[config.mk]
export PLATFORM = sky130hd
export DESIGN_NAME = io_buffered_port
export DESIGN_NICKNAME = d
export VERILOG_FILES = /design/src/rtl/io_pkg.sv /design/src/rtl/sync_fifo.sv /design/src/rtl/io_buffered_port.sv
export SDC_FILE = /design/constraint.sdc
export NUM_CORES = 1
export LEC_CHECK = 0
export ABC_AREA = 1
export BUFFER_PORTS_ARGS = -buffer_cell sky130_fd_sc_hd__buf_4
export CORE_MARGIN = 2
export CORE_UTILIZATION = 35
export DETAILED_ROUTE_END_ITERATION = 6
export GPL_TIMING_DRIVEN = 0
export PLACE_DENSITY = 0.59
export SLEW_MARGIN = 20
export SYNTH_ARGS = -nofsm -noshare
export SYNTH_HDL_FRONTEND = slang
export SYNTH_SLANG_ARGS = --single-unit
[constraint.sdc]
create_clock -name clock -period 2.9 [get_ports clock]
set_input_delay 0.29 -clock clock [delete_from_list [all_inputs] [get_ports clock]]
set_output_delay 0.29 -clock clock [all_outputs]
set_load 0.05 [all_outputs]
[src/rtl/io_pkg.sv]
// Shared defaults and types for the buffered keyboard/VGA I/O port.
package io_pkg;

  localparam int DATA_W_DEFAULT   = 8;
  localparam int IO_DEPTH_DEFAULT = 16;

  typedef logic [DATA_W_DEFAULT-1:0] char_t;

  // Occupancy counters need one extra bit so that "full" is representable.
  function automatic int count_width(input int depth);
    return $clog2(depth) + 1;
  endfunction

endpackage

[src/rtl/sync_fifo.sv]
// Single-clock first-word-fall-through FIFO with registered status flags.
// A push into a full FIFO is still accepted when a pop completes in the same cycle.
module sync_fifo
  import io_pkg::*;
#(
  parameter int W     = DATA_W_DEFAULT,
  parameter int DEPTH = IO_DEPTH_DEFAULT
) (
  input  logic                   clock,
  input  logic                   reset,
  input  logic                   push,
  input  logic                   pop,
  input  logic [W-1:0]           din,
  output logic [W-1:0]           dout,
  output logic [$clog2(DEPTH):0] count,
  output logic                   full,
  output logic                   empty,
  output logic                   drop
);

  localparam int AW = $clog2(DEPTH);
  localparam int CW = count_width(DEPTH);
  localparam logic [AW-1:0] PTR_ONE  = AW'(1);
  localparam logic [CW-1:0] CNT_ONE  = CW'(1);
  localparam logic [CW-1:0] CNT_FULL = CW'(DEPTH);

  logic [W-1:0]  mem_q [DEPTH];
  logic [AW-1:0] wptr_q, wptr_d;
  logic [AW-1:0] rptr_q, rptr_d;
  logic [CW-1:0] count_q, count_d;
  logic          full_q, full_d;
  logic          empty_q, empty_d;
  logic          pop_ok;
  logic          push_ok;

  // Pop on empty is ignored, which also makes push+pop on empty a plain push.
  always_comb begin
    pop_ok  = pop & ~empty_q;
    push_ok = push & (~full_q | pop_ok);
    drop    = push & ~push_ok;
    wptr_d  = wptr_q;
    rptr_d  = rptr_q;
    count_d = count_q;
    if (push_ok) wptr_d = wptr_q + PTR_ONE;
    if (pop_ok)  rptr_d = rptr_q + PTR_ONE;
    case ({push_ok, pop_ok})
      2'b10:   count_d = count_q + CNT_ONE;
      2'b01:   count_d = count_q - CNT_ONE;
      default: count_d = count_q;
    endcase
    full_d  = (count_d == CNT_FULL);
    empty_d = (count_d == '0);
  end

  always_ff @(posedge clock) begin
    if (!reset) begin
      wptr_q  <= '0;
      rptr_q  <= '0;
      count_q <= '0;
      full_q  <= 1'b0;
      empty_q <= 1'b1;
    end else begin
      wptr_q  <= wptr_d;
      rptr_q  <= rptr_d;
      count_q <= count_d;
      full_q  <= full_d;
      empty_q <= empty_d;
    end
  end

  // Storage is not reset; writes are blocked during reset so the head stays stable.
  always_ff @(posedge clock) begin
    if (reset && push_ok) mem_q[wptr_q] <= din;
  end

  assign dout  = mem_q[rptr_q];
  assign count = count_q;
  assign full  = full_q;
  assign empty = empty_q;

endmodule

[src/rtl/io_buffered_port.sv]
// Buffered keyboard-in / VGA-out glue: two FIFOs, interrupt enable,
// output-pending interrupt qualifier and sticky overflow flags.
module io_buffered_port
  import io_pkg::*;
#(
  parameter int DATA_W    = DATA_W_DEFAULT,
  parameter int IN_DEPTH  = IO_DEPTH_DEFAULT,
  parameter int OUT_DEPTH = IO_DEPTH_DEFAULT
) (
  input  logic                       clock,
  input  logic                       reset,
  input  logic [DATA_W-1:0]          kbd_data,
  input  logic                       kbd_valid,
  output logic [DATA_W-1:0]          inpr_data,
  output logic                       fgi,
  input  logic                       inp_ack,
  input  logic [DATA_W-1:0]          outr_data,
  input  logic                       out_load,
  output logic                       fgo,
  output logic [DATA_W-1:0]          disp_data,
  output logic                       disp_valid,
  input  logic                       disp_ready,
  input  logic                       ien_set,
  input  logic                       ien_clr,
  output logic                       irq,
  output logic [$clog2(IN_DEPTH):0]  in_count,
  output logic [$clog2(OUT_DEPTH):0] out_count,
  output logic                       in_ovf,
  output logic                       out_ovf,
  input  logic                       ovf_clr
);

  localparam int OCW = count_width(OUT_DEPTH);
  localparam logic [OCW-1:0] OUT_ONE = OCW'(1);

  logic in_full_unused;
  logic in_empty, in_drop;
  logic out_full, out_empty, out_drop;
  logic out_hs, out_acc, out_drains;
  logic ien_q, ien_d;
  logic pend_q, pend_d;
  logic in_ovf_q, in_ovf_d;
  logic out_ovf_q, out_ovf_d;

  sync_fifo #(.W(DATA_W), .DEPTH(IN_DEPTH)) u_in_fifo (
    .clock (clock),
    .reset (reset),
    .push  (kbd_valid),
    .pop   (inp_ack),
    .din   (kbd_data),
    .dout  (inpr_data),
    .count (in_count),
    .full  (in_full_unused),
    .empty (in_empty),
    .drop  (in_drop)
  );

  sync_fifo #(.W(DATA_W), .DEPTH(OUT_DEPTH)) u_out_fifo (
    .clock (clock),
    .reset (reset),
    .push  (out_load),
    .pop   (disp_ready),
    .din   (outr_data),
    .dout  (disp_data),
    .count (out_count),
    .full  (out_full),
    .empty (out_empty),
    .drop  (out_drop)
  );

  // The pending qualifier drops once the last queued character is handed to the display.
  always_comb begin
    out_hs     = disp_ready & ~out_empty;
    out_acc    = out_load & ~out_drop;
    out_drains = out_hs & ~out_acc & (out_count == OUT_ONE);
    ien_d      = ien_q;
    if (ien_clr)      ien_d = 1'b0;
    else if (ien_set) ien_d = 1'b1;
    pend_d = pend_q;
    if (out_acc)         pend_d = 1'b1;
    else if (out_drains) pend_d = 1'b0;
    in_ovf_d  = in_drop  | (in_ovf_q  & ~ovf_clr);
    out_ovf_d = out_drop | (out_ovf_q & ~ovf_clr);
  end

  always_ff @(posedge clock) begin
    if (!reset) begin
      ien_q     <= 1'b0;
      pend_q    <= 1'b0;
      in_ovf_q  <= 1'b0;
      out_ovf_q <= 1'b0;
    end else begin
      ien_q     <= ien_d;
      pend_q    <= pend_d;
      in_ovf_q  <= in_ovf_d;
      out_ovf_q <= out_ovf_d;
    end
  end

  // Every flag below is a function of flops only, so no input reaches an output.
  assign fgi        = ~in_empty;
  assign fgo        = ~out_full;
  assign disp_valid = ~out_empty;
  assign in_ovf     = in_ovf_q;
  assign out_ovf    = out_ovf_q;
  assign irq        = ien_q & (fgi | (fgo & pend_q));

endmodule

==> reports/summary.json, run 1 <==
{
  "synth": {
    "ys_top_cells_by_area": "sky130_fd_sc_hd__edfxtp_1 63%, sky130_fd_sc_hd__dfxtp_1 6.9%, sky130_fd_sc_hd__nor2_1 5.5%, sky130_fd_sc_hd__o21ai_0 4.0%, sky130_fd_sc_hd__o221ai_1 3.5%",
    "post_syn_instances": 991,
    "synthesis.area_um2": 12100,
    "yosys-top-cells-count": "256 x sky130_fd_sc_hd__edfxtp_1, 177 x sky130_fd_sc_hd__nor2_1, 96 x sky130_fd_sc_hd__o21ai_0",
    "synth-edff-count": 256,
    "ys_types": 33,
    "share_of_flip_flops_with_an_asynchronous_set_or_reset_after_synthesis_pct": 0,
    "yosys_warnings": 0,
    "syn-mean-instance-area_um2": 12.2,
    "synthDominantAreaCellType": "sky130_fd_sc_hd__edfxtp_1",
    "synth-seq-cells": 298,
    "dominantRegCellSynth": "sky130_fd_sc_hd__edfxtp_1",
    "syn_nets": 1034,
    "synth_most_common_cell": "sky130_fd_sc_hd__edfxtp_1",
    "synth_top_area_share_pct": 63.5,
    "sequential_element_share_of_the_synthesized_area_pct": 70.4
  },
  "route": {
    "drcViolationCount": 0,
    "antenna_violating_nets_post_route": 0,
    "wire_per_inst_um": 20.2,
    "finalWirelength_mm": 31.5,
    "drt-vias-per-instance": 5.25,
    "dr.pass1.iters": 5,
    "routed_via_count": 8216,
    "dr.first_iter.drc_count": 1027
  },
  "critical_path": {
    "crit-reg2reg-capture": "u_in_fifo.mem_q[11][1]",
    "rr_startpoint": "u_in_fifo.empty",
    "worst_ep_arrival_time_ns": 2.48,
    "crit_type": "flip-flop to output port",
    "worst-r2r-cell-count": 7,
    "critPathRequiredTime_ns": 2.61,
    "worst_setup_path_end_kind": "output port",
    "cp_slowest_cell": "sky130_fd_sc_hd__clkbuf_1",
    "crit_path_cell_trace": "inv_2, clkbuf_1, o21ai_0, o221ai_1, nand3_1, nand2_1, buf_4",
    "r2r_setup_slack_ns": 0.74,
    "critical-path-max-stage-delay_ns": 0.42,
    "path_max_fanout": 10,
    "cp-start-kind": "flip-flop"
  },
  "run": {
    "timing.max_cap.violations": 0
  },
  "clock_tree": {
    "htreeDepth": 1,
    "worst_setup_hold_path_clk_slew_ns": 0.06,
    "post_cts.repair.setup_buffers": 0,
    "cts_buffer_count": 30,
    "cts_hold_repair.buffers": 3,
    "post_cts_resized": 0,
    "clockRootBuffer": "sky130_fd_sc_hd__clkbuf_16",
    "worst_skew_pair.late_latency_ns": 0.55,
    "cts_tree": "yes",
    "clock-sinks": 298,
    "cts.path.max_buffers": 3
  },
  "place": {
    "gp_congestion": 0.837,
    "place.detailed.hpwl_mm": 20.2,
    "preCtsSetupSlack_ns": 0.709,
    "buffers_added_on_ports": 55
  },
  "global_routing": {
    "grt_start_max_net_pins": 17,
    "first_global_vias": 7806,
    "overflow": 0,
    "grt_pass1_wl_mm": 47.5,
    "grt_antenna_before_repair": 0,
    "all_layer_gr_usage_pct": 17.3
  },
  "sta": {
    "timing.slew.headroom_pct": 29.3,
    "period_needed_ns": 2.77,
    "max_freq_ghz": 0.362,
    "unrepaired_setup_endpoints_after_global_routing": "no",
    "finalSetupViolCount": 0,
    "timing.hold.ws_ns": 0.0271,
    "timing.setup.tns_ns": 0,
    "finalCritPeriodShare_pct": 95.4,
    "maxSlewViolCount": 0,
    "finClkSkew_ns": 0.0124,
    "hold_viol_final": 0,
    "max_slew.worst_pin.slew_ns": 1.06,
    "setup_ws_ns": 0.134
  },
  "finish": {
    "syn2layout_area_growth_pct": 16.9,
    "layout-drive-gt1-share_pct": 17.0,
    "layout.core_utilization_pct": 41.3,
    "nets": 1128,
    "insertedDiodeCount": 0
  },
  "floorplanning": {
    "initial_utilization_pct": 35.3,
    "fp.coreArea_um2": 34300,
    "fp.dieH_um": 190,
    "row_cnt": 68,
    "top_level_ports": 57,
    "die_w_um": 190,
    "floorplan.die_area_um2": 36100
  },
  "worst_hold_path": {
    "timing.hold.worst_endpoint": "in_ovf",
    "hold_path.startpoint": "kbd_valid",
    "worstHoldPathType": "input port to flip-flop",
    "min_delay_path_depth": 3
  },
  "outcome": {
    "run_status": "complete, no violations"
  },
  "power_and_ir_drop": {
    "fin_total_pwr_mw": 10.4,
    "p_int_mw": 7.42,
    "leakage_power_of_the_design_nw": 4.86,
    "switching_power_as_a_share_of_total_power_pct": 28.6,
    "power.density_cell_area_nw_per_um2": 734,
    "comb_power_share_pct": 17.3,
    "clockPowerShare_pct": 36.4,
    "power.share.sequential_pct": 46.3,
    "peak_vdd_ir_uv": 433,
    "netSwitchingPower_mw": 2.97
  }
}
[flip-flops by register name (all words and copies together), names as in the netlist, 4 cells and up, named ones only]
name,cells
u_in_fifo.count,5
u_out_fifo.wptr_q,4
u_out_fifo.mem_q,128
u_in_fifo.rptr_q,4
u_in_fifo.mem_q,128
u_in_fifo.wptr_q,4
u_out_fifo.count,5
u_out_fifo.rptr_q,4
[worst max-delay path by stage]
| stage | end | slack [ns] |
|---|---|---|
| 2_1_floorplan | irq | 0.77 |
| 3_3_place_gp | u_out_fifo.mem_q[13][7] | 0.25 |
| 3_5_place_dp | u_out_fifo.mem_q[1][2] | 0.71 |
| 4_1_cts | inpr_data[5] | 0.16 |
| 5_1_grt | disp_data[1] | 0.02 |
| 6_report | disp_data[5] | 0.13 |
[metal layers]
metal  GRT usage [%]  routed length (um)
met5               0                   0
met4            4.65                 663
met3            2.34                2110
met2            28.0               14800
met1            24.5               13900
[through the flow]
step           instances  area, um2
2_1_floorplan        991      12100
3_3_place_gp        1501      13100
3_5_place_dp        1505      13200
4_1_cts             1564      14200
5_1_grt             1564      14200
6_report            1564      14200
[layout make-up]
cell class                 instances  area [um2]
fill                            3185       20100
multi-input combinational        592        3140
sequential                       298        8530
clock inverter                    20         165
clock buffer                      36         805
tap                              455         569
buffer                            51         284
inverter                          50         193
timing repair buffer              62         473
[cells in the final DEF (no fill, tap or decap), types with 6 or more instances in the layout]
cell type	instances
sky130_fd_sc_hd__o21ai_1	52
sky130_fd_sc_hd__buf_4	66
sky130_fd_sc_hd__buf_2	28
sky130_fd_sc_hd__clkbuf_16	31
sky130_fd_sc_hd__clkbuf_1	15
sky130_fd_sc_hd__inv_1	37
sky130_fd_sc_hd__inv_2	11
sky130_fd_sc_hd__edfxtp_1	256
sky130_fd_sc_hd__dfxtp_1	42
sky130_fd_sc_hd__o22ai_1	15
sky130_fd_sc_hd__o211ai_1	15
sky130_fd_sc_hd__clkinv_2	12
sky130_fd_sc_hd__nand3_1	44
sky130_fd_sc_hd__nand4_1	6
sky130_fd_sc_hd__nand2_1	66
sky130_fd_sc_hd__o221ai_1	49
sky130_fd_sc_hd__a21oi_1	22
sky130_fd_sc_hd__nor2_1	177
sky130_fd_sc_hd__o21ai_0	96
sky130_fd_sc_hd__nand2_2	8
sky130_fd_sc_hd__nor3_2	8
sky130_fd_sc_hd__ha_1	18
[critical path: cells and delay by family, from the launching register on]
kind                   cells  cell delay (ns)
AOI/OAI and AO/OA          2             0.49
buffers and inverters      3             0.73
DFF                        1             0.39
and+or+nand+nor            2             0.33
[kinds of logic after synthesis]
family | share of synthesized area [%]
xor+xnor | 0.0723
flops | 70.4
mux | 0.165
fa+ha+maj | 1.86
buf+inv | 3.94
simple gates | 11.1
compound gates | 12.4
[power by group through the flow]
stage | clock network (mW) | logic [mW] | registers [mW]
detailed placement | 0 | 1.78 | 4.90
floorplan | 0 | 1.10 | 4.97
global route | 4.00 | 1.93 | 4.82
global placement | 0 | 1.77 | 4.90
finish | 3.78 | 1.80 | 4.81
CTS | 3.83 | 1.79 | 4.81
Note: power is estimated with default switching activity, not from simulation.
==> inputs of run 2 (changes only) <==
--- a/config.mk
+++ b/config.mk
@@ -15,4 +15,5 @@
 export SLEW_MARGIN = 20
 export SYNTH_ARGS = -nofsm -noshare
 export SYNTH_HDL_FRONTEND = slang
+export SYNTH_HIERARCHICAL = 1
 export SYNTH_SLANG_ARGS = --single-unit
==> constraint.sdc (replaced) <==
create_clock -name clock -period 2.9 [get_ports clock]
set_input_delay 0.29 -clock clock [delete_from_list [all_inputs] [get_ports clock]]
set_output_delay 0.29 -clock clock [all_outputs]
set_load 0.1 [all_outputs]
==> run 2 against run 1 <==
Net effect:
- setup slack gained 0.066 ns
- critical path depth is the same
- largest cell class unchanged
- clock skew shrank 0.0070 ns
==> reports/summary.json, run 2 <==
{
  "outcome": {
    "run_status": {"value": "complete, no violations", "change": "unchanged"}
  },
  "worst_hold_path": {
    "worstHoldPathType": {"value": "input port to flip-flop", "change": "unchanged"},
    "hold_path.startpoint": {"value": "ien_set", "change": "was kbd_valid"},
    "timing.hold.worst_endpoint": {"value": "ien_q", "change": "was in_ovf"},
    "min_delay_path_depth": {"value": 3, "change": "unchanged"}
  },
  "power_and_ir_drop": {
    "fin_total_pwr": {"value": 10.9, "unit": "mW", "change": "was 10.4 mW"},
    "peak_vdd_ir": {"value": 473, "unit": "uV", "change": "was 433 uV"},
    "power.density_cell_area": {"value": 746, "unit": "nW/um2", "change": "was 734 nW/um2"},
    "leakage_power_of_the_design": {"value": 5.15, "unit": "nW", "change": "was 4.86 nW"}
  },
  "route": {
    "antenna_violating_nets_post_route": {"value": 0, "change": "unchanged"},
    "routed_via_count": {"value": 7904, "change": "was 8,216"},
    "drcViolationCount": {"value": 0, "change": "unchanged"},
    "wire_per_inst": {"value": 17.9, "unit": "um", "change": "was 20.2 um"},
    "dr.pass1.iters": {"value": 5, "change": "unchanged"},
    "dr.first_iter.drc_count": {"value": 726, "change": "was 1,027"},
    "finalWirelength": {"value": 28.5, "unit": "mm", "change": "was 31.5 mm"},
    "drt-vias-per-instance": {"value": 4.97, "change": "was 5.25"}
  },
  "finish": {
    "largestRegisters": {"value": "u_in_fifo/mem_q (128), u_out_fifo/mem_q (128)", "change": "was u_in_fifo.mem_q (128), u_out_fifo.mem_q (128)"},
    "most_common_library_cell_in_the_layout_ignoring_fill_and_taps": {"value": "sky130_fd_sc_hd__edfxtp_1", "change": "unchanged"},
    "seq_area": {"value": 8530, "unit": "um2", "change": "unchanged"},
    "multi_input_area": {"value": 3260, "unit": "um2", "change": "was 3140 um2"},
    "layout-drive-gt1-share": {"value": 13.5, "unit": "%", "change": "was 17.0%"},
    "final_cell_area": {"value": 14600, "unit": "um2", "change": "was 14,200 um2"},
    "layout.filler_cells": {"value": 3297, "change": "was 3,185"},
    "nets": {"value": 1147, "change": "was 1,128"},
    "syn2layout_area_growth": {"value": 16.1, "unit": "%", "change": "was 16.9%"},
    "layout.core_utilization": {"value": 41.1, "unit": "%", "change": "was 41.3%"},
    "finish.cell_count_without_fillers": {"value": 1590, "change": "was 1,564"},
    "layout_common_cells": {"value": "256 x sky130_fd_sc_hd__edfxtp_1, 129 x sky130_fd_sc_hd__inv_1, 94 x sky130_fd_sc_hd__nand2_1, 82 x sky130_fd_sc_hd__o21ai_0, 75 x sky130_fd_sc_hd__a21oi_1", "change": "was 256 x sky130_fd_sc_hd__edfxtp_1, 177 x sky130_fd_sc_hd__nor2_1, 96 x sky130_fd_sc_hd__o21ai_0, 66 x sky130_fd_sc_hd__nand2_1, 66 x sky130_fd_sc_hd__buf_4"}
  },
  "sta": {
    "maxSlewViolCount": {"value": 0, "change": "unchanged"},
    "setup_ws": {"value": 0.200, "unit": "ns", "change": "was 0.134 ns"},
    "max_freq": {"value": 0.370, "unit": "GHz", "change": "was 0.362 GHz"},
    "unrepaired_setup_endpoints_after_global_routing": {"value": "no", "change": "unchanged"},
    "max_slew.worst_pin.slew": {"value": 1.03, "unit": "ns", "change": "was 1.06 ns"},
    "finalCritPeriodShare": {"value": 93.1, "unit": "%", "change": "was 95.4%"},
    "finClkSkew": {"value": 0.00537, "unit": "ns", "change": "was 0.0124 ns"},
    "timing.hold.ws": {"value": 0.0175, "unit": "ns", "change": "was 0.0271 ns"},
    "timing.setup.tns": {"value": 0, "unit": "ns", "change": "unchanged"},
    "timing.slew.headroom": {"value": 30.9, "unit": "%", "change": "was 29.3%"},
    "period_needed": {"value": 2.70, "unit": "ns", "change": "was 2.77 ns"},
    "hold_viol_final": {"value": 0, "change": "unchanged"},
    "finalSetupViolCount": {"value": 0, "change": "unchanged"}
  },
  "critical_path": {
    "r2r_setup_slack": {"value": 0.53, "unit": "ns", "change": "was 0.74 ns"},
    "worst-r2r-cell-count": {"value": 14, "change": "was 7"},
    "crit_cells": {"value": 7, "change": "unchanged"},
    "worst_ep_arrival_time": {"value": 2.41, "unit": "ns", "change": "was 2.48 ns"},
    "cp_slowest_cell": {"value": "sky130_fd_sc_hd__o21ai_0", "change": "was sky130_fd_sc_hd__clkbuf_1"},
    "critical_path.n_buffers_inverters": {"value": 4, "change": "was 3"},
    "worst_setup_path_end_kind": {"value": "output port", "change": "unchanged"},
    "crit_type": {"value": "flip-flop to output port", "change": "unchanged"},
    "cp_top_family": {"value": "buffers and inverters", "change": "unchanged"},
    "crit_path_cell_trace": {"value": "buf_2, inv_1, clkbuf_1, o21ai_0, o211ai_1, nand2_1, buf_4", "change": "was inv_2, clkbuf_1, o21ai_0, o221ai_1, nand3_1, nand2_1, buf_4"},
    "critPathRequiredTime": {"value": 2.61, "unit": "ns", "change": "about the same"},
    "cp-start-kind": {"value": "flip-flop", "change": "unchanged"},
    "path_max_fanout": {"value": 10, "change": "unchanged"},
    "crit-reg2reg-capture": {"value": "u_out_fifo/empty", "change": "was u_in_fifo.mem_q[11][1]"},
    "critical-path-max-stage-delay": {"value": 0.52, "unit": "ns", "change": "was 0.42 ns"},
    "rr_startpoint": {"value": "u_out_fifo/empty", "change": "was u_in_fifo.empty"}
  },
  "synth": {
    "ys_top_cells_by_area": {"value": "sky130_fd_sc_hd__edfxtp_1 61%, sky130_fd_sc_hd__dfxtp_1 6.7%, sky130_fd_sc_hd__mux2i_1 5.1%, sky130_fd_sc_hd__inv_1 3.9%, sky130_fd_sc_hd__o211ai_1 3.8%", "change": "was sky130_fd_sc_hd__edfxtp_1 63%, sky130_fd_sc_hd__dfxtp_1 6.9%, sky130_fd_sc_hd__nor2_1 5.5%, sky130_fd_sc_hd__o21ai_0 4.0%, sky130_fd_sc_hd__o221ai_1 3.5%"},
    "syn-mean-instance-area": {"value": 12.3, "unit": "um2", "change": "was 12.2 um2"},
    "sequential_element_share_of_the_synthesized_area": {"value": 68.0, "unit": "%", "change": "was 70.4%"},
    "syn_nets": {"value": 1059, "change": "was 1,034"},
    "synth_top_area_share": {"value": 61.3, "unit": "%", "change": "was 63.5%"},
    "synth_most_common_cell": {"value": "sky130_fd_sc_hd__edfxtp_1", "change": "unchanged"},
    "yosys-top-cells-count": {"value": "256 x sky130_fd_sc_hd__edfxtp_1, 129 x sky130_fd_sc_hd__inv_1, 94 x sky130_fd_sc_hd__nand2_1", "change": "was 256 x sky130_fd_sc_hd__edfxtp_1, 177 x sky130_fd_sc_hd__nor2_1, 96 x sky130_fd_sc_hd__o21ai_0"},
    "synthDominantAreaCellType": {"value": "sky130_fd_sc_hd__edfxtp_1", "change": "unchanged"},
    "synthesis.area": {"value": 12500, "unit": "um2", "change": "was 12,100 um2"},
    "dominantRegCellSynth": {"value": "sky130_fd_sc_hd__edfxtp_1", "change": "unchanged"},
    "synth-edff-count": {"value": 256, "change": "unchanged"},
    "synth-seq-cells": {"value": 298, "change": "unchanged"},
    "yosys_warnings": {"value": 6, "change": "was 0"},
    "share_of_flip_flops_with_an_asynchronous_set_or_reset_after_synthesis": {"value": 0, "unit": "%", "change": "unchanged"},
    "post_syn_instances": {"value": 1018, "change": "was 991"},
    "ys_types": {"value": 33, "change": "unchanged"}
  },
  "floorplanning": {
    "floorplan.die_area": {"value": 37300, "unit": "um2", "change": "was 36,100 um2"},
    "die_w": {"value": 193, "unit": "um", "change": "was 190 um"},
    "row_cnt": {"value": 69, "change": "was 68"},
    "top_level_ports": {"value": 57, "change": "unchanged"},
    "fp.dieH": {"value": 193, "unit": "um", "change": "was 190 um"},
    "fp.coreArea": {"value": 35400, "unit": "um2", "change": "was 34,300 um2"},
    "initial_utilization": {"value": 35.4, "unit": "%", "change": "was 35.3%"}
  },
  "clock_tree": {
    "cts_tree": {"value": "yes", "change": "unchanged"},
    "worst_skew_pair.late_latency": {"value": 0.54, "unit": "ns", "change": "was 0.55 ns"},
    "cts_buffer_count": {"value": 29, "change": "was 30"},
    "worst_setup_hold_path_clk_slew": {"value": 0.06, "unit": "ns", "change": "about the same"},
    "cts.path.max_buffers": {"value": 3, "change": "unchanged"},
    "clock-sinks": {"value": 298, "change": "unchanged"},
    "post_cts.repair.setup_buffers": {"value": 0, "change": "unchanged"},
    "clockRootBuffer": {"value": "sky130_fd_sc_hd__clkbuf_16", "change": "unchanged"},
    "htreeDepth": {"value": 1, "change": "unchanged"}
  },
  "global_routing": {
    "first_global_vias": {"value": 7683, "change": "was 7,806"},
    "grt_antenna_before_repair": {"value": 0, "change": "unchanged"},
    "all_layer_gr_usage": {"value": 15.0, "unit": "%", "change": "was 17.3%"},
    "grt_start_max_net_pins": {"value": 17, "change": "unchanged"},
    "grt_pass1_wl": {"value": 44.0, "unit": "mm", "change": "was 47.5 mm"},
    "overflow": {"value": 0, "change": "unchanged"}
  },
  "place": {
    "buffers_added_on_ports": {"value": 56, "change": "was 55"},
    "gp_congestion": {"value": 0.911, "change": "was 0.837"},
    "dpl.cell_count": {"value": 1535, "change": "was 1,505"},
    "post_dp_cell_area": {"value": 13600, "unit": "um2", "change": "was 13,200 um2"},
    "place.detailed.hpwl": {"value": 19.4, "unit": "mm", "change": "was 20.2 mm"},
    "preCtsSetupSlack": {"value": 0.291, "unit": "ns", "change": "was 0.709 ns"}
  },
  "run": {
    "timing.max_cap.violations": {"value": 0, "change": "unchanged"}
  }
}
-- run 2: cell count changes in the layout (fill, tap and decap cells not counted), sizes merged, moves of 8 or more --
cell,before,now
nand2,75,96
o221ai,49,0
buf,98,80
o22ai,15,0
inv,49,132
nor2,180,52
clkinv,15,7
a21oi,22,81
clkbuf,48,67
nor3,11,21
o21ai,149,94
o211ai,15,64
mux2i,2,64
-- run 2: timing repair --
action                                 4_1_cts  5_1_grt
endpoints found under the hold margin        1        0
gates resized for setup                      0        0
hold buffers                                 1        0
-- run 2: cell families after synthesis --
family                     count (synthesis)  synth area share, %
buffers and inverters                    181                 6.57
AOI/OAI and AO/OA                        242                 11.2
adders and majority gates                 16                 1.60
muxes                                     64                 5.11
DFF                                      298                 68.0
and+or+nand+nor                          215                 7.39
xor gates and xnor gates                   2                0.140
-- run 2: cell type report --
cell class / instances / share of cell area (%)
diodes: 1 / 0.0172
plain buffers: 48 / 2.23
clock buffers: 43 / 5.69
clock inverters: 10 / 0.714
inverters: 133 / 3.43
multi-input cells: 539 / 22.4
flip-flops and latches: 298 / 58.6
well taps: 461 / 3.96
repair buffers: 57 / 2.96
-- run 2: worst min-delay path: stages --
cell and delay (ns):
sky130_fd_sc_hd__buf_4 0.08, sky130_fd_sc_hd__nor2_1 0.03, sky130_fd_sc_hd__nor3_1 0.11
-- run 2: worst max-delay path by stage --
stage / endpoint / start / slack (ns)
2_1_floorplan: irq / u_out_fifo/full / 0.19
6_report: disp_data[5] / flip-flop / 0.20
5_1_grt: disp_data[6] / flip-flop / 0.16
3_5_place_dp: u_out_fifo/mem_q[3][4] / reset / 0.29
4_1_cts: disp_data[6] / flip-flop / 0.27
3_3_place_gp: u_out_fifo/mem_q[7][2] / reset / 0.15
-- run 2: power breakdown --
group / internal (mW) / switching, mW / total, mW
Sequential: 4.75 / 0.0719 / 4.82
Clock: 2.14 / 1.53 / 3.67
Combinational: 0.635 / 1.74 / 2.37
Total: 7.52 / 3.34 / 10.9
-- run 2: per-layer routing --
| metal | up-vias | part of all wire (%) | wire, um | global-route usage [%] |
|---|---|---|---|---|
| met4 | 0 | 2.1 | 605 | 4.04 |
| met3 | 46 | 5.9 | 1670 | 2.02 |
| met1 | 3832 | 45 | 12800 | 20.8 |
| met5 | - | 0 | 0 | 0 |
| li1 | 3802 | - | - | - |
| met2 | 224 | 47 | 13500 | 24.9 |
==> inputs of run 3 (changes only) <==
--- a/config.mk
+++ b/config.mk
@@ -7,9 +7,11 @@
 export LEC_CHECK = 0
 export ABC_AREA = 1
 export BUFFER_PORTS_ARGS = -buffer_cell sky130_fd_sc_hd__buf_4
+export CORE_ASPECT_RATIO = 1.1
 export CORE_MARGIN = 2
 export CORE_UTILIZATION = 35
 export DETAILED_ROUTE_END_ITERATION = 6
+export GPL_ROUTABILITY_DRIVEN = 0
 export GPL_TIMING_DRIVEN = 0
 export PLACE_DENSITY = 0.59
 export SLEW_MARGIN = 20
==> run 3 against run 2 <==
Net effect:
- core utilization increased by 0.62 points
- power increased by 3.0%
- clock power increased by 8.4%
- combinational power about the same
- critical path depth unchanged
- fmax about the same
- worst hold slack improved by 0.033 ns
- cell area increased by 1.0%
- global-route usage increased by 0.20 points
- via count decreased by 0.19%
- clock skew increased by 0.0089 ns
- largest power group unchanged
- highest routed layer unchanged
==> reports/summary.json, run 3 (synthesis results as in run 2) <==
{
  "finish": {
    "syn2layout_area_growth": {"value": 17.3, "unit": "%", "change": "was 16.1%"},
    "finish.cell_count_without_fillers": {"value": 1617, "change": "was 1,590"},
    "insertedDiodeCount": {"value": 0, "change": "was 1"},
    "layout_common_cells": {"value": "256 x sky130_fd_sc_hd__edfxtp_1, 129 x sky130_fd_sc_hd__inv_1, 94 x sky130_fd_sc_hd__nand2_1, 82 x sky130_fd_sc_hd__o21ai_0, 75 x sky130_fd_sc_hd__a21oi_1", "change": "unchanged"},
    "nets": {"value": 1152, "change": "was 1,147"},
    "most_common_library_cell_in_the_layout_ignoring_fill_and_taps": {"value": "sky130_fd_sc_hd__edfxtp_1", "change": "unchanged"},
    "final_cell_area": {"value": 14700, "unit": "um2", "change": "was 14,600 um2"},
    "largestRegisters": {"value": "u_in_fifo/mem_q (128), u_out_fifo/mem_q (128)", "change": "unchanged"},
    "layout.filler_cells": {"value": 3286, "change": "was 3,297"},
    "layout-drive-gt1-share": {"value": 13.6, "unit": "%", "change": "was 13.5%"},
    "seq_area": {"value": 8530, "unit": "um2", "change": "unchanged"},
    "layout.core_utilization": {"value": 41.7, "unit": "%", "change": "was 41.1%"},
    "multi_input_area": {"value": 3270, "unit": "um2", "change": "was 3260 um2"}
  },
  "route": {
    "drcViolationCount": {"value": 0, "change": "unchanged"},
    "drt-vias-per-instance": {"value": 4.88, "change": "was 4.97"},
    "finalWirelength": {"value": 28.6, "unit": "mm", "change": "was 28.5 mm"},
    "dr.pass1.iters": {"value": 5, "change": "unchanged"},
    "routed_via_count": {"value": 7889, "change": "was 7,904"},
    "antenna_violating_nets_post_route": {"value": 0, "change": "unchanged"},
    "dr.first_iter.drc_count": {"value": 608, "change": "was 726"},
    "wire_per_inst": {"value": 17.7, "unit": "um", "change": "was 17.9 um"}
  },
  "critical_path": {
    "crit-reg2reg-capture": {"value": "u_out_fifo/empty", "change": "unchanged"},
    "worst_ep_arrival_time": {"value": 2.41, "unit": "ns", "change": "about the same"},
    "worst-r2r-cell-count": {"value": 14, "change": "unchanged"},
    "cp-start-kind": {"value": "flip-flop", "change": "unchanged"},
    "r2r_setup_slack": {"value": 0.49, "unit": "ns", "change": "was 0.53 ns"},
    "crit_type": {"value": "flip-flop to output port", "change": "unchanged"},
    "worst_setup_path_end_kind": {"value": "output port", "change": "unchanged"},
    "critPathRequiredTime": {"value": 2.61, "unit": "ns", "change": "about the same"},
    "rr_startpoint": {"value": "u_out_fifo/empty", "change": "unchanged"},
    "worst_setup_endpoint": {"value": "disp_data[6]", "change": "was disp_data[5]"},
    "path_max_fanout": {"value": 10, "change": "unchanged"}
  },
  "sta": {
    "finClkSkew": {"value": 0.0143, "unit": "ns", "change": "was 0.00537 ns"},
    "hold_viol_final": {"value": 0, "change": "unchanged"},
    "period_needed": {"value": 2.70, "unit": "ns", "change": "about the same"},
    "timing.setup.tns": {"value": 0, "unit": "ns", "change": "unchanged"},
    "finalSetupViolCount": {"value": 0, "change": "unchanged"},
    "max_slew.worst_pin.slew": {"value": 0.860, "unit": "ns", "change": "was 1.03 ns"},
    "max_freq": {"value": 0.371, "unit": "GHz", "change": "was 0.370 GHz"},
    "timing.hold.ws": {"value": 0.0503, "unit": "ns", "change": "was 0.0175 ns"},
    "setup_ws": {"value": 0.202, "unit": "ns", "change": "was 0.200 ns"},
    "timing.slew.headroom": {"value": 42.5, "unit": "%", "change": "was 30.9%"},
    "unrepaired_setup_endpoints_after_global_routing": {"value": "no", "change": "unchanged"},
    "maxSlewViolCount": {"value": 0, "change": "unchanged"},
    "finalCritPeriodShare": {"value": 93.1, "unit": "%", "change": "about the same"}
  },
  "floorplanning": {
    "initial_utilization": {"value": 35.6, "unit": "%", "change": "was 35.4%"},
    "floorplan.die_area": {"value": 37400, "unit": "um2", "change": "was 37,300 um2"},
    "fp.dieH": {"value": 203, "unit": "um", "change": "was 193 um"},
    "die_w": {"value": 184, "unit": "um", "change": "was 193 um"},
    "row_cnt": {"value": 72, "change": "was 69"},
    "top_level_ports": {"value": 57, "change": "unchanged"},
    "fp.coreArea": {"value": 35200, "unit": "um2", "change": "was 35,400 um2"}
  },
  "clock_tree": {
    "cts.path.max_buffers": {"value": 3, "change": "unchanged"},
    "cts_tree": {"value": "yes", "change": "unchanged"},
    "worst_setup_hold_path_clk_slew": {"value": 0.06, "unit": "ns", "change": "about the same"},
    "clockRootBuffer": {"value": "sky130_fd_sc_hd__clkbuf_16", "change": "unchanged"},
    "worst_skew_pair.late_latency": {"value": 0.57, "unit": "ns", "change": "was 0.54 ns"},
    "post_cts.repair.setup_buffers": {"value": 0, "change": "unchanged"},
    "post_cts_resized": {"value": 0, "change": "unchanged"},
    "htreeDepth": {"value": 1, "change": "unchanged"},
    "cts_buffer_count": {"value": 31, "change": "was 29"},
    "cts_hold_repair.buffers": {"value": 4, "change": "was 1"},
    "clock-sinks": {"value": 298, "change": "unchanged"}
  },
  "worst_hold_path": {
    "worstHoldPathType": {"value": "input port to flip-flop", "change": "unchanged"}
  },
  "global_routing": {
    "all_layer_gr_usage": {"value": 15.2, "unit": "%", "change": "was 15.0%"},
    "overflow": {"value": 0, "change": "unchanged"},
    "grt_start_max_net_pins": {"value": 17, "change": "unchanged"},
    "grt_antenna_before_repair": {"value": 0, "change": "unchanged"},
    "first_global_vias": {"value": 7433, "change": "was 7,683"},
    "grt_pass1_wl": {"value": 43.1, "unit": "mm", "change": "was 44.0 mm"}
  },
  "outcome": {
    "run_status": {"value": "complete, no violations", "change": "unchanged"}
  },
  "place": {
    "preCtsSetupSlack": {"value": 0.358, "unit": "ns", "change": "was 0.291 ns"},
    "place.detailed.hpwl": {"value": 19.7, "unit": "mm", "change": "was 19.4 mm"},
    "dpl.cell_count": {"value": 1555, "change": "was 1,535"},
    "buffers_added_on_ports": {"value": 56, "change": "unchanged"},
    "post_dp_cell_area": {"value": 13600, "unit": "um2", "change": "about the same"}
  },
  "power_and_ir_drop": {
    "leakage_power_of_the_design": {"value": 5.21, "unit": "nW", "change": "was 5.15 nW"},
    "fin_total_pwr": {"value": 11.2, "unit": "mW", "change": "was 10.9 mW"},
    "power.density_cell_area": {"value": 761, "unit": "nW/um2", "change": "was 746 nW/um2"},
    "peak_vdd_ir": {"value": 429, "unit": "uV", "change": "was 473 uV"}
  },
  "run": {
    "timing.max_cap.violations": {"value": 0, "change": "unchanged"}
  }
}
[run 3: layout make-up]
type                       count  area share, %
clock inverter                17           1.29
inverter                     133           3.40
clock buffer                  41           5.67
timing repair buffer          60           3.13
multi-input combinational    539           22.2
buffer                        48           2.20
tap                          481           4.09
sequential                   298           58.0
[run 3: metal layers]
layer / track usage (%) / part of all wire, % / vias to the layer above
met5: 0 / 0 / -
met4: 5.80 / 3.2 / 0
met3: 2.13 / 5.7 / 51
met2: 24.9 / 47 / 229
met1: 20.5 / 44 / 3797
li1: - / - / 3812
[run 3: worst max-delay path: stages (launching register included)]
cell and delay [ns]:
sky130_fd_sc_hd__dfxtp_1 0.31, sky130_fd_sc_hd__buf_2 0.17, sky130_fd_sc_hd__inv_1 0.10, sky130_fd_sc_hd__clkbuf_1 0.23, sky130_fd_sc_hd__o21ai_0 0.52, sky130_fd_sc_hd__o211ai_1 0.14
sky130_fd_sc_hd__nand2_1 0.08, sky130_fd_sc_hd__buf_4 0.28
[run 3: worst min-delay path by stage]
stage | from | end | slack [ns] | cells after the start
after floorplan | ien_clr | ien_q | 0.37 | 1
after global placement | u_in_fifo/rptr_q[3] | u_in_fifo/rptr_q[3] | 0.43 | 1
after detailed placement | u_out_fifo/rptr_q[3] | flip-flop | 0.45 | 1
after CTS | reset | in_ovf | 0.02 | 3
after global routing | kbd_data[6] | u_in_fifo/mem_q[14][6] | 0.04 | 1
final | reset | pend_q | 0.05 | 3
[run 3: power by group]
part           switching, mW  total, mW  leakage, nW  internal (mW)
clock network           1.61       3.98        0.498           2.37
logic                   1.75       2.39         2.06          0.638
registers             0.0745       4.82         2.65           4.75
